## config.mk

```make
export PLATFORM = sky130hd
export DESIGN_NAME = frame_buf_arbiter
export DESIGN_NICKNAME = d
export VERILOG_FILES = /design/src/rtl/frame_buf_arbiter.sv
export SDC_FILE = /design/constraint.sdc
export NUM_CORES = 1
export LEC_CHECK = 0
export CAP_MARGIN = 20
export CORE_MARGIN = 2
export CORE_UTILIZATION = 42
export CTS_CLUSTER_SIZE = 24
export DETAILED_ROUTE_END_ITERATION = 16
export PLACE_DENSITY = 0.88
export RECOVER_POWER = 25
export SLEW_MARGIN = 40
export SYNTH_ARGS = -nofsm -noshare
export SYNTH_HDL_FRONTEND = slang
export SYNTH_SLANG_ARGS = --single-unit
```

## constraint.sdc

```tcl
create_clock -name pll0_pll_clk_clk -period 3.3 [get_ports pll0_pll_clk_clk]
set_input_delay 0.66 -clock pll0_pll_clk_clk [delete_from_list [all_inputs] [get_ports pll0_pll_clk_clk]]
set_output_delay 0.66 -clock pll0_pll_clk_clk [all_outputs]
set_load 0.1 [all_outputs]
```

## src/rtl/frame_buf_arbiter.sv

```systemverilog
// Arbitrates one single-ported frame memory between a pixel writer and a display
// reader, and double-buffers the frame so that buffer swaps never tear.
module frame_buf_arbiter #(
  parameter int unsigned DATA_WIDTH = 32,
  parameter int unsigned ADDR_WIDTH = 19,
  parameter int unsigned RD_LATENCY = 1
) (
  input  logic                  pll0_pll_clk_clk,
  input  logic                  reset,
  input  logic                  wr_req,
  input  logic [ADDR_WIDTH-1:0] wr_addr,
  input  logic [DATA_WIDTH-1:0] wr_data,
  output logic                  wr_ack,
  input  logic                  wr_frame_done,
  input  logic                  rd_req,
  input  logic [ADDR_WIDTH-1:0] rd_addr,
  output logic                  rd_ack,
  output logic                  rd_valid,
  output logic [DATA_WIDTH-1:0] rd_data,
  input  logic                  rd_frame_start,
  output logic [ADDR_WIDTH:0]   mem_addr,
  output logic [DATA_WIDTH-1:0] mem_wr_data,
  output logic                  mem_wr_en_n,
  output logic                  mem_rd_en_n,
  input  logic [DATA_WIDTH-1:0] mem_rd_data,
  output logic                  buf_sel,
  output logic                  swap_pending,
  output logic                  swap_done
);

  localparam int unsigned CNT_W = (RD_LATENCY > 1) ? $clog2(RD_LATENCY) : 1;
  localparam logic [CNT_W-1:0] CNT_LAST = CNT_W'(RD_LATENCY - 1);

  typedef enum logic [1:0] {
    ST_IDLE    = 2'd0,
    ST_WRITE   = 2'd1,
    ST_READ    = 2'd2,
    ST_RD_WAIT = 2'd3
  } state_e;

  typedef enum logic {
    GNT_READ  = 1'b0,
    GNT_WRITE = 1'b1
  } grant_e;

  state_e                state_q, state_d;
  grant_e                last_grant_q, last_grant_d;
  logic [CNT_W-1:0]      cnt_q, cnt_d;
  logic                  buf_sel_q, buf_sel_d;
  logic                  swap_pending_q, swap_pending_d;
  logic                  sof_q, sof_d;
  logic                  wr_ack_q, wr_ack_d;
  logic                  rd_ack_q, rd_ack_d;
  logic                  rd_valid_q, rd_valid_d;
  logic                  swap_done_q, swap_done_d;
  logic                  mem_wr_en_n_q, mem_wr_en_n_d;
  logic                  mem_rd_en_n_q, mem_rd_en_n_d;
  logic [ADDR_WIDTH:0]   mem_addr_q, mem_addr_d;
  logic [DATA_WIDTH-1:0] mem_wr_data_q, mem_wr_data_d;
  logic [DATA_WIDTH-1:0] rd_data_q, rd_data_d;

  logic wr_elig;
  logic grant_wr;

  // Writes stall behind a pending swap; on contention the port not served last wins.
  assign wr_elig  = wr_req && !swap_pending_q;
  assign grant_wr = wr_elig && (!rd_req || (last_grant_q == GNT_READ));

  always_ff @(posedge pll0_pll_clk_clk) begin
    if (reset) begin
      state_q        <= ST_IDLE;
      last_grant_q   <= GNT_READ;
      cnt_q          <= '0;
      buf_sel_q      <= 1'b0;
      swap_pending_q <= 1'b0;
      sof_q          <= 1'b0;
      wr_ack_q       <= 1'b0;
      rd_ack_q       <= 1'b0;
      rd_valid_q     <= 1'b0;
      swap_done_q    <= 1'b0;
      mem_wr_en_n_q  <= 1'b1;
      mem_rd_en_n_q  <= 1'b1;
      mem_addr_q     <= '0;
      mem_wr_data_q  <= '0;
      rd_data_q      <= '0;
    end else begin
      state_q        <= state_d;
      last_grant_q   <= last_grant_d;
      cnt_q          <= cnt_d;
      buf_sel_q      <= buf_sel_d;
      swap_pending_q <= swap_pending_d;
      sof_q          <= sof_d;
      wr_ack_q       <= wr_ack_d;
      rd_ack_q       <= rd_ack_d;
      rd_valid_q     <= rd_valid_d;
      swap_done_q    <= swap_done_d;
      mem_wr_en_n_q  <= mem_wr_en_n_d;
      mem_rd_en_n_q  <= mem_rd_en_n_d;
      mem_addr_q     <= mem_addr_d;
      mem_wr_data_q  <= mem_wr_data_d;
      rd_data_q      <= rd_data_d;
    end
  end

  always_comb begin
    state_d        = state_q;
    last_grant_d   = last_grant_q;
    cnt_d          = cnt_q;
    buf_sel_d      = buf_sel_q;
    swap_pending_d = swap_pending_q;
    sof_d          = sof_q;
    wr_ack_d       = 1'b0;
    rd_ack_d       = 1'b0;
    rd_valid_d     = 1'b0;
    swap_done_d    = 1'b0;
    mem_wr_en_n_d  = 1'b1;
    mem_rd_en_n_d  = 1'b1;
    mem_addr_d     = mem_addr_q;
    mem_wr_data_d  = mem_wr_data_q;
    rd_data_d      = rd_data_q;

    // A reader start-of-frame only counts once the writer has finished its frame.
    if (rd_frame_start && swap_pending_q) begin
      sof_d = 1'b1;
    end

    case (state_q)
      ST_IDLE: begin
        if (swap_pending_q && sof_q) begin
          buf_sel_d      = ~buf_sel_q;
          swap_pending_d = 1'b0;
          sof_d          = 1'b0;
          swap_done_d    = 1'b1;
        end else if (grant_wr) begin
          state_d       = ST_WRITE;
          last_grant_d  = GNT_WRITE;
          mem_addr_d    = {buf_sel_q, wr_addr};
          mem_wr_data_d = wr_data;
          mem_wr_en_n_d = 1'b0;
          wr_ack_d      = 1'b1;
        end else if (rd_req) begin
          state_d       = ST_READ;
          last_grant_d  = GNT_READ;
          mem_addr_d    = {~buf_sel_q, rd_addr};
          mem_rd_en_n_d = 1'b0;
          rd_ack_d      = 1'b1;
        end
      end
      ST_WRITE: begin
        state_d = ST_IDLE;
      end
      ST_READ: begin
        state_d = ST_RD_WAIT;
        cnt_d   = '0;
      end
      ST_RD_WAIT: begin
        // Memory data lands on the final wait cycle.
        if (cnt_q == CNT_LAST) begin
          rd_data_d  = mem_rd_data;
          rd_valid_d = 1'b1;
          state_d    = ST_IDLE;
        end else begin
          cnt_d = cnt_q + CNT_W'(1);
        end
      end
      default: begin
        state_d = ST_IDLE;
      end
    endcase

    // A new frame-done in the swap cycle re-arms the next swap.
    if (wr_frame_done) begin
      swap_pending_d = 1'b1;
    end
  end

  assign wr_ack       = wr_ack_q;
  assign rd_ack       = rd_ack_q;
  assign rd_valid     = rd_valid_q;
  assign rd_data      = rd_data_q;
  assign mem_addr     = mem_addr_q;
  assign mem_wr_data  = mem_wr_data_q;
  assign mem_wr_en_n  = mem_wr_en_n_q;
  assign mem_rd_en_n  = mem_rd_en_n_q;
  assign buf_sel      = buf_sel_q;
  assign swap_pending = swap_pending_q;
  assign swap_done    = swap_done_q;

endmodule

```

==> results.tsv <==
metric	value	unit
status	finished, violations left	
failing checks	capacitance limit, slew limit	
Yosys warnings	0	
ys flop type	dfxtp_1	
Synth Instances	442	
number of synthesized flops with an enable pin	0	
pins over their slew limit	76	
# H-tree levels	3	
R2R depth	4	
worst r2r src	swap_pending$_SDFFE_PP0P_	
area of the multi-input gates	0.001570	mm^2
Hold Path End	mem_wr_data[24]$_SDFFE_PP0P_	
clk_lat worst skew	0.35	ns
TNS Setup	0	ns
critical path type	primary input to register	
setup violators final	0	
Pleak	2.206	nW
sequential share of the synthesized area	52.71	%
initial antenna violation count	0	
Worst IR Drop VDD	0.3839	mV
clock transition at the registers of the reported paths	0.08	ns
CTS resizes	0	
HP Start	mem_wr_data[24]$_SDFFE_PP0P_	
Final GP Congestion	0.8016	
crit end category	register	
share of layout cells above drive strength 1	20.13	%
DRT iter0 DRCs	111	
CTS sink count	96	
GRT Overall Usage	21.85	%
first-pass GRT wire length	17.28	mm
final hold vios	0	
CTS buffer count	9	
DR DRC count	0	
Max Fclk	0.4027	GHz
IO buf count	199	
flop2flop setup slack	1.43	ns
Synth top area share	52.71	%
Pwr Density	551.0	mW/mm^2
grt total ovfl	0	
syn_area_per_cell	8.249	um^2
postcts setup bufs	0	
synthesized netlist net count	550	
vias in the first global route	3623	
Startpoint Class	primary input	
CP Data Arrival Time	2.67	ns
crit path time final	2.483	ns
Die Height	97.17	um
Layout Nets	734	
Max-cap violations	1	
final worst path period share	75.25	%
dpl ws	0.6879	ns
unrepaired setup endpoints after global routing	false	
Post-DRT Antenna Nets	0	
most common cell in the synthesized netlist	nand2_1	
core area	0.008299	mm^2
cell area after synthesis	0.003646	mm^2
DR pass1 iterations	5	
FP Rows	33	
io pins	200	
asr flop ratio synth	0	%
Hold Buf Count CTS	0	
fill count	701	
CP Max Fanout	75	
R2R Path End	mem_addr[17]$_SDFFE_PP0P_	
post-synth top area cell	dfxtp_1	
worst hold path stage count	2	
synthesized flop and latch total	96	
CTS Root Buffer Type	clkbuf_8	
top cells by area, synth	dfxtp_1 53%, nand2_1 16%, a21oi_1 9.5%, a311oi_2 7.8%, nand3_1 3.0%	
Final Skew	0.01335	ns
Worst-Margin Slew	1.676	ns
CTS tree	done	
Clock Path Buffers	2	
Layout area overhead	53.88	%
via/cell ratio	5.041	
area taken by flip-flops and latches	0.001922	mm^2
initial core utilization	43.93	%
post-route setup slack	0.8168	ns
n_diodes	0	
final WL	10.46	mm
top cells by count, synth	154 x nand2_1, 96 x dfxtp_1, 69 x a21oi_1	
drt wl/cell	14.21	um
largest net degree at the start of global routing	76	
WP data required	3.49	ns
Worst Hold Class	register to register	
Synth cell types	24	
Die W	97.17	um
die area	0.009442	mm^2
DP HPWL	7.782	mm
vias	3710	
Worst slew margin	-11.71	%
kinds of logic (layout without fill, tap and decap cells):
kind of cell / count (synthesis) / in the layout / share of synthesized area, %
and+or+nand+nor: 219 / 219 / 24.40
DFF: 96 / 96 / 52.71
AOI/OAI and AO/OA: 91 / 91 / 18.15
buffers and inverters: 35 / 224 / 4.495
xor gates and xnor gates: 1 / 1 / 0.2403
through the flow:
step | area, um^2 | utilization (%) | power [mW] | cells | hold WS (ns)
after floorplan | 3646 | - | 2.068 | 442 | 0.4670
after global placement | 5451 | 65.69 | 2.348 | 720 | 0.4425
after detailed placement | 5455 | 65.73 | 2.369 | 720 | 0.4474
after global routing | 5610 | 67.60 | 3.219 | 736 | 0.4811
after CTS | 5654 | 68.13 | 3.123 | 736 | 0.4595
final | 5610 | 67.60 | 3.091 | 736 | 0.4565
registers in the layout, summed over array words and instances, names as in the netlist:
name,cells
rd_valid,1
mem_rd_en_n,1
wr_ack,1
swap_pending,1
mem_wr_data,32
sof_q,1
mem_wr_en_n,1
rd_data,32
mem_addr,20
state_q,2
last_grant_q,1
buf_sel,1
rd_ack,1
swap_done,1
worst max path at each step:
| stage | cells past startpoint | slack, ns | startpoint | end |
|---|---|---|---|---|
| after floorplan | 5 | 1.18 | swap_pending$_SDFFE_PP0P_ | mem_wr_data[10]$_SDFFE_PP0P_ |
| after global placement | 6 | 0.81 | rd_req | mem_addr[18]$_SDFFE_PP0P_ |
| after detailed placement | 6 | 0.69 | rd_req | mem_addr[17]$_SDFFE_PP0P_ |
| after CTS | 6 | 1.07 | rd_req | mem_addr[17]$_SDFFE_PP0P_ |
| after global routing | 3 | 0.62 | reset | rd_data[17]$_SDFFE_PP0N_ |
| final | 3 | 0.82 | reset | rd_data[5]$_SDFFE_PP0N_ |
layout by cell type, fill, tap and decap left out, types with 2 or more instances in the layout:
master / count
nand2_1: 153
clkdlybuf4s50_1: 106
dfxtp_1: 96
buf_4: 87
a21oi_1: 69
nor2_1: 28
nand3_1: 22
a311oi_2: 19
clkbuf_1: 13
clkbuf_8: 10
nand2b_1: 5
nor3_1: 3
inv_1: 2
clkinvlp_4: 2
final cells by class:
type                            instances  area share [%]
Inverter                                2          0.1338
Clock inverter                          4          0.9590
Tap cell                              105           2.342
Sequential cell                        96           34.26
Multi-Input combinational cell        311           27.99
Timing Repair Buffer                  206           31.74
Clock buffer                           12           2.587
critical path: stages:
cell      delay, ns
clkbuf_2       1.19
clkbuf_1       0.68
a21oi_1        0.10
power by group:
part | leakage (nW) | switching (mW) | total, mW | internal [mW]
Sequential | 0.784 | 0.0465 | 1.28 | 1.24
Combinational | 1.33 | 0.757 | 1.05 | 0.293
Clock | 0.0928 | 0.385 | 0.758 | 0.374
Total | 2.21 | 1.19 | 3.09 | 1.90
routing by layer:
metal / wire length [um] / track usage [%]
met1: 4164 / 26.15
met2: 5188 / 36.81
met3: 868 / 7.410
met4: 239 / 7.259
met5: 0 / 0
No activity file was read; power rests on OpenSTA's default activity.
